--- src/rtl/cache_fill_arbiter_pkg.sv ---
// Shared types and constants for the cache fill arbiter: state encoding,
// block geometry and default memory latency.
package cache_fill_arbiter_pkg;

  localparam int WORDS_PER_BLOCK = 8;
  localparam int MEM_LATENCY     = 4;
  localparam int BLOCK_OFFSET_W  = 4;
  localparam int ADDR_W          = 16;
  localparam int IDX_W           = 3;
  localparam int BASE_W          = ADDR_W - BLOCK_OFFSET_W;

  typedef enum logic [1:0] {
    IDLE   = 2'd0,
    FILL_D = 2'd1,
    FILL_I = 2'd2
  } fillState_t;

endpackage

--- src/rtl/cache_fill_arbiter_if.sv ---
// Miss, memory-read and cache-fill signals between the arbiter (master side)
// and the caches/memory around it (slave side).
interface cache_fill_arbiter_if;
  import cache_fill_arbiter_pkg::*;

  logic              i_miss;
  logic [ADDR_W-1:0] i_miss_addr;
  logic              d_miss;
  logic [ADDR_W-1:0] d_miss_addr;
  logic              mem_data_valid;
  logic              mem_en;
  logic [ADDR_W-1:0] mem_addr;
  logic              i_fill_we;
  logic              d_fill_we;
  logic [IDX_W-1:0]  fill_idx;
  logic              i_tag_we;
  logic              d_tag_we;
  logic              i_stall;
  logic              d_stall;
  logic              busy;

  modport master (
    input  i_miss, i_miss_addr, d_miss, d_miss_addr, mem_data_valid,
    output mem_en, mem_addr, i_fill_we, d_fill_we, fill_idx,
           i_tag_we, d_tag_we, i_stall, d_stall, busy
  );

  modport slave (
    output i_miss, i_miss_addr, d_miss, d_miss_addr, mem_data_valid,
    input  mem_en, mem_addr, i_fill_we, d_fill_we, fill_idx,
           i_tag_we, d_tag_we, i_stall, d_stall, busy
  );

endinterface

--- src/rtl/cache_fill_arbiter_fill_word_counter.sv ---
// Word-within-block counter with synchronous clear; tc flags the last word so
// the owner can stop issuing or finish the fill.
module fill_word_counter
  import cache_fill_arbiter_pkg::*;
(
  input  logic             clk,
  input  logic             rst_n,
  input  logic             en,
  input  logic             clr,
  output logic [IDX_W-1:0] cnt,
  output logic             tc
);

  always_ff @(posedge clk or negedge rst_n) begin
    if (!rst_n) begin
      cnt <= '0;
    end else if (clr) begin
      cnt <= '0;
    end else if (en) begin
      cnt <= cnt + 1'b1;
    end
  end

  assign tc = (cnt == '1);

endmodule

--- src/rtl/cache_fill_arbiter.sv ---
// Cache fill arbiter: grants one I- or D-cache block refill at a time (D first),
// streams word reads to memory and steers returning words into the owning cache.
module cache_fill_arbiter #(
  parameter int WORDS_PER_BLOCK = cache_fill_arbiter_pkg::WORDS_PER_BLOCK,
  parameter int MEM_LATENCY     = cache_fill_arbiter_pkg::MEM_LATENCY
) (
  input  logic                 clk,
  input  logic                 rst_n,
  cache_fill_arbiter_if.master bus
);
  import cache_fill_arbiter_pkg::*;

  // state  | meaning
  // IDLE   | no fill in flight; arbitrate pending misses, D over I
  // FILL_D | D-cache block being requested and written
  // FILL_I | I-cache block being requested and written

  // Counters are fixed at 3 bits, so the block must be exactly eight words.
  if (WORDS_PER_BLOCK != (1 << IDX_W) || MEM_LATENCY < 1) begin : gParamCheck
    $error("cache_fill_arbiter: WORDS_PER_BLOCK must be %0d and MEM_LATENCY >= 1", 1 << IDX_W);
  end

  fillState_t        state;
  fillState_t        stateNext;
  logic [BASE_W-1:0] base;
  logic              issueDone;
  logic              filling;
  logic              issueEn;
  logic              recvEn;
  logic              issueTc;
  logic              recvTc;
  logic              grant;
  logic [IDX_W-1:0]  issueCnt;
  logic [IDX_W-1:0]  recvCnt;
  logic              unusedOffsets;

  assign filling = (state != IDLE);
  assign issueEn = filling && !issueDone;
  assign recvEn  = filling && bus.mem_data_valid;
  assign grant   = (state == IDLE) && (bus.d_miss || bus.i_miss);

  always_ff @(posedge clk or negedge rst_n) begin
    if (!rst_n) begin
      state <= IDLE;
    end else begin
      state <= stateNext;
    end
  end

  always_comb begin
    stateNext = state;
    case (state)
      IDLE: begin
        if (bus.d_miss) begin
          stateNext = FILL_D;
        end else if (bus.i_miss) begin
          stateNext = FILL_I;
        end
      end
      FILL_D, FILL_I: begin
        if (recvEn && recvTc) begin
          stateNext = IDLE;
        end
      end
      default: stateNext = IDLE;
    endcase
  end

  // issueDone stops mem_en after the last word while responses are still in flight.
  always_ff @(posedge clk or negedge rst_n) begin
    if (!rst_n) begin
      base      <= '0;
      issueDone <= 1'b0;
    end else begin
      if (grant) begin
        base <= bus.d_miss ? bus.d_miss_addr[ADDR_W-1:BLOCK_OFFSET_W]
                           : bus.i_miss_addr[ADDR_W-1:BLOCK_OFFSET_W];
      end
      if (!filling) begin
        issueDone <= 1'b0;
      end else if (issueEn && issueTc) begin
        issueDone <= 1'b1;
      end
    end
  end

  fill_word_counter uIssueCnt (
    .clk   (clk),
    .rst_n (rst_n),
    .en    (issueEn),
    .clr   (!filling),
    .cnt   (issueCnt),
    .tc    (issueTc)
  );

  fill_word_counter uRecvCnt (
    .clk   (clk),
    .rst_n (rst_n),
    .en    (recvEn),
    .clr   (!filling),
    .cnt   (recvCnt),
    .tc    (recvTc)
  );

  assign bus.mem_en    = issueEn;
  assign bus.mem_addr  = issueEn ? {base, issueCnt, 1'b0} : '0;
  assign bus.d_fill_we = (state == FILL_D) && bus.mem_data_valid;
  assign bus.i_fill_we = (state == FILL_I) && bus.mem_data_valid;
  assign bus.fill_idx  = recvCnt;
  assign bus.d_tag_we  = bus.d_fill_we && recvTc;
  assign bus.i_tag_we  = bus.i_fill_we && recvTc;
  assign bus.d_stall   = bus.d_miss || (state == FILL_D);
  assign bus.i_stall   = bus.i_miss || (state == FILL_I);
  assign bus.busy      = filling;

  // Byte offset within the block never affects the fill; the block always starts at word 0.
  assign unusedOffsets = ^{bus.i_miss_addr[BLOCK_OFFSET_W-1:0],
                           bus.d_miss_addr[BLOCK_OFFSET_W-1:0]};

endmodule

--- src/flat_wrapper.sv ---
// flat-port wrapper written by rule: the top's interface ports become plain ports
module cache_fill_arbiter_flat import cache_fill_arbiter_pkg::*;
#(
  parameter int WORDS_PER_BLOCK = cache_fill_arbiter_pkg::WORDS_PER_BLOCK,
  parameter int MEM_LATENCY     = cache_fill_arbiter_pkg::MEM_LATENCY
)
  (clk, rst_n, bus_i_miss, bus_i_miss_addr, bus_d_miss, bus_d_miss_addr, bus_mem_data_valid, bus_mem_en, bus_mem_addr, bus_i_fill_we, bus_d_fill_we, bus_fill_idx, bus_i_tag_we, bus_d_tag_we, bus_i_stall, bus_d_stall, bus_busy);
  cache_fill_arbiter_if bus_i ();
  input  logic clk;
  input  logic rst_n;
  input wire logic [$bits(bus_i.i_miss)-1:0] bus_i_miss;
  input wire logic [$bits(bus_i.i_miss_addr)-1:0] bus_i_miss_addr;
  input wire logic [$bits(bus_i.d_miss)-1:0] bus_d_miss;
  input wire logic [$bits(bus_i.d_miss_addr)-1:0] bus_d_miss_addr;
  input wire logic [$bits(bus_i.mem_data_valid)-1:0] bus_mem_data_valid;
  output wire logic [$bits(bus_i.mem_en)-1:0] bus_mem_en;
  output wire logic [$bits(bus_i.mem_addr)-1:0] bus_mem_addr;
  output wire logic [$bits(bus_i.i_fill_we)-1:0] bus_i_fill_we;
  output wire logic [$bits(bus_i.d_fill_we)-1:0] bus_d_fill_we;
  output wire logic [$bits(bus_i.fill_idx)-1:0] bus_fill_idx;
  output wire logic [$bits(bus_i.i_tag_we)-1:0] bus_i_tag_we;
  output wire logic [$bits(bus_i.d_tag_we)-1:0] bus_d_tag_we;
  output wire logic [$bits(bus_i.i_stall)-1:0] bus_i_stall;
  output wire logic [$bits(bus_i.d_stall)-1:0] bus_d_stall;
  output wire logic [$bits(bus_i.busy)-1:0] bus_busy;
  assign bus_i.i_miss = bus_i_miss;
  assign bus_i.i_miss_addr = bus_i_miss_addr;
  assign bus_i.d_miss = bus_d_miss;
  assign bus_i.d_miss_addr = bus_d_miss_addr;
  assign bus_i.mem_data_valid = bus_mem_data_valid;
  assign bus_mem_en = bus_i.mem_en;
  assign bus_mem_addr = bus_i.mem_addr;
  assign bus_i_fill_we = bus_i.i_fill_we;
  assign bus_d_fill_we = bus_i.d_fill_we;
  assign bus_fill_idx = bus_i.fill_idx;
  assign bus_i_tag_we = bus_i.i_tag_we;
  assign bus_d_tag_we = bus_i.d_tag_we;
  assign bus_i_stall = bus_i.i_stall;
  assign bus_d_stall = bus_i.d_stall;
  assign bus_busy = bus_i.busy;
  cache_fill_arbiter #(.WORDS_PER_BLOCK(WORDS_PER_BLOCK), .MEM_LATENCY(MEM_LATENCY)) u_core (.clk(clk), .rst_n(rst_n), .bus(bus_i));
endmodule
--- config.mk ---
export PLATFORM = sky130hd
export DESIGN_NAME = cache_fill_arbiter_flat
export DESIGN_NICKNAME = d
export VERILOG_FILES = /design/src/rtl/cache_fill_arbiter_pkg.sv /design/src/rtl/cache_fill_arbiter_if.sv /design/src/rtl/cache_fill_arbiter_fill_word_counter.sv /design/src/rtl/cache_fill_arbiter.sv /design/src/flat_wrapper.sv
export SDC_FILE = /design/constraint.sdc
export NUM_CORES = 1
export LEC_CHECK = 0
export BUFFER_PORTS_ARGS = -buffer_cell sky130_fd_sc_hd__buf_2
export CAP_MARGIN = 20
export CELL_PAD_IN_SITES_DETAIL_PLACEMENT = 0
export CELL_PAD_IN_SITES_GLOBAL_PLACEMENT = 1
export CORE_MARGIN = 2
export CORE_UTILIZATION = 32
export CTS_CLUSTER_DIAMETER = 150
export DETAILED_ROUTE_END_ITERATION = 10
export GPL_TIMING_DRIVEN = 0
export PLACE_DENSITY_LB_ADDON = 0.1
export RECOVER_POWER = 100
export SETUP_SLACK_MARGIN = 0.1
export SYNTH_ARGS = -nofsm -noshare
export SYNTH_HDL_FRONTEND = slang
export SYNTH_SLANG_ARGS = --single-unit
--- constraint.sdc ---
create_clock -name clk -period 1.7 [get_ports clk]
set_input_delay 0 -clock clk [delete_from_list [all_inputs] [get_ports clk]]
set_output_delay 0 -clock clk [all_outputs]
set_load 0.1 [all_outputs]
==> reports/qor.txt <==
Final ANT Viol Nets - 0
global-route wire length before repair - 4.86 mm
final setup margin - 0.0922 ns
initial antenna violation count - 0
post-synthesis register bit count - 21
DRT iter0 DRCs - 15
Setup Slack @ Placement - -0.0917 ns
H-tree lvl count - 1
die height - 65.5 um
Placer Congestion - 0.731
CP cell instances - inv_2 -> ha_4 -> nor2_4 -> buf_6 -> and2_4 -> buf_12
Root Buffer - clkbuf_8
final count of hold timing violations - 0
residual DRC count - 0
synthesized cell area - 0.00121 mm^2
WHS - 0.0250 ns
Synth area leaders - dfrtp_1 (43%), mux2i_1 (13%), and2_1 (9.3%)
number of inserted diodes - 0
required time worst endpoint - 1.70 ns
core region area - 0.00366 mm^2
Yosys warning count - 0
Post-Syn Instances - 122
Setup CP Type - reg -> out
TritonCTS clock tree - yes
nets@finish - 228
slowest stage delay, CP - 0.39 ns
unrepaired setup endpoints after global routing - true
CTS Buffer Depth - 2
via/cell ratio - 4.49
Syn Area/Cell - 9.93 um^2
Yosys cell types - 25
vias - 1,037
layout cell share with drive strength beyond 1 - 0.508
clk slew on worst S/H paths - 0.08 ns
Num CTS Buffers - 3
startpoint types - register
Worst-Margin Slew - 1.18 ns
GRT Total Usage - 0.146
Max Clk Rate - 622 MHz
CP arrival - 1.61 ns
area leader, netlist - dfrtp_1
aggregate global routing overflow - 0
clock period minus worst slack - 1.61 ns
Max-slew headroom - 0.215
Die W - 65.5 um
Die Area - 0.00429 mm^2
vias in the first global route - 1,069
fin crit share - 0.946
crit end category - output port
max-cap violations - 0
Max FO, Critical Path - 7
Clock Skews - 0.00210 ns
hpwl dp - 2.05 mm
PortBufs - 52
Final Max Tran Viols - 0
# IOs - 64
Starting Density - 0.331
post-synthesis sequential area ratio - 0.434
largest net degree at the start of global routing - 22
FP Rows - 22
post-synth top area share - 0.434
slowest cell on the critical path - dfrtp_1
Hold WC Path Type - in -> reg
Sinks on Clock Net - 21
First-pass DRT Iterations - 3
synthesis-to-finish area growth - 57.0%
WL/cell - 12.6 um
Clock Latency Late Sink - 0.26 ns
outcome - finished clean
Routed WL - 2.92 mm
final setup vio count - 0
post-synthesis net count - 166
-- layout make-up --
class,instances,area [um^2]
multi-input cells,89,653
clock buffers,3,41.3
flip-flops and latches,21,529
inverters,3,11.3
well taps,48,60.1
repair buffers,57,534
fillers,364,1760
plain buffers,9,67.6
clock inverters,1,5.00
-- placed cells by master, fill, tap and decap left out, types with 3 or more instances in the layout --
cell type / instances
ha_1: 6
o21ai_0: 12
nand2_1: 14
clkbuf_8: 3
clkbuf_2: 10
buf_12: 14
buf_6: 6
dfrtp_2: 3
mux2i_1: 16
and2_1: 3
dfrtp_1: 18
nor2_1: 8
and2_2: 3
clkbuf_1: 3
buf_2: 26
and2_4: 12
buf_4: 3
-- per-stage QoR --
step | util | instance area, um^2 | std cells | setup TNS, ns
floorplan | - | 1240 | 122 | 0
global placement | 0.425 | 1560 | 222 | -0.685
detailed placement | 0.425 | 1560 | 222 | -0.766
CTS | 0.494 | 1810 | 229 | 0
global route | 0.519 | 1900 | 231 | -0.0376
finish | 0.519 | 1900 | 231 | 0
-- cells by family (layout without fill, tap and decap cells) --
logic type               after synthesis  after routing  share of synthesized area
XOR/XNOR                               2              2                     0.0145
AO/OA/AOI/OAI                         17             17                     0.0868
buffers and inverters                 12             73                     0.0651
multiplexers                          16             16                      0.132
AND/OR/NAND/NOR                       46             46                      0.192
adder cells (fa/ha/maj)                7              7                     0.0723
other                                  1              1                    0.00310
flip-flops                            21             21                      0.434
-- worst paths after layout --
| kind | start | endpoint | slack (ns) | depth (start not counted) |
|---|---|---|---|---|
| max in group asynchronous | rst_n | u_core.uRecvCnt.cnt[2] | 0.43 | 2 |
| worst max register to register | u_core.state[1] | u_core.base[3] | 0.27 | 7 |
| worst min register to register | u_core.base[11] | u_core.base[11] | 0.48 | 2 |
| worst min-delay path | bus_i_miss_addr[4] | u_core.base[0] | 0.02 | 3 |
| min in group asynchronous | rst_n | u_core.base[7] | 0.49 | 2 |
| worst max-delay path | u_core.state[1] | bus_mem_addr[2] | 0.09 | 6 |
-- critical path: cells and delay by family (launching register included) --
kind | cells | cell delay, ns
buffers and inverters | 3 | 0.41
flip-flops | 1 | 0.39
AND/OR/NAND/NOR | 2 | 0.38
adder cells (fa/ha/maj) | 1 | 0.18
-- sequential cells by signal (all words and copies together), names as in the netlist --
signal / count
u_core.base: 12
u_core.issueDone: 1
u_core.state: 2
u_core.uIssueCnt.cnt: 3
u_core.uRecvCnt.cnt: 3
-- cells in the mapped netlist (all sizes together) --
library cell	instances
nor2	9
nand2	14
nand2b	1
o22ai	1
inv	3
clkbuf	1
conb	1
and2	18
a22oi	1
or2	2
and3	2
mux2i	16
ha	7
xnor2	1
buf	8
dfrtp	21
o211ai	1
o31ai	1
o21ai	13
xor2	1
-- per-layer routing --
| metal | vias to the layer above | GRT usage | share of wire |
|---|---|---|---|
| met5 | - | 0 | 0 |
| met1 | 475 | 0.197 | 0.45 |
| met2 | 37 | 0.242 | 0.49 |
| met3 | 2 | 0.0291 | 0.060 |
| li1 | 523 | - | - |
| met4 | 0 | 0.0313 | 0.0048 |
-- timing repair --
item,4_1_cts,5_1_grt
resized for setup,49,37
hold buffers,1,0
hold endpoints to repair,21,0
gates cloned,0,1
setup buffers,2,1
pin swaps,1,7
endpoints found under the setup margin,16,19
Power is not shown: default switching activity piles up to over one toggle a cycle in this logic, so the estimate is an artifact.
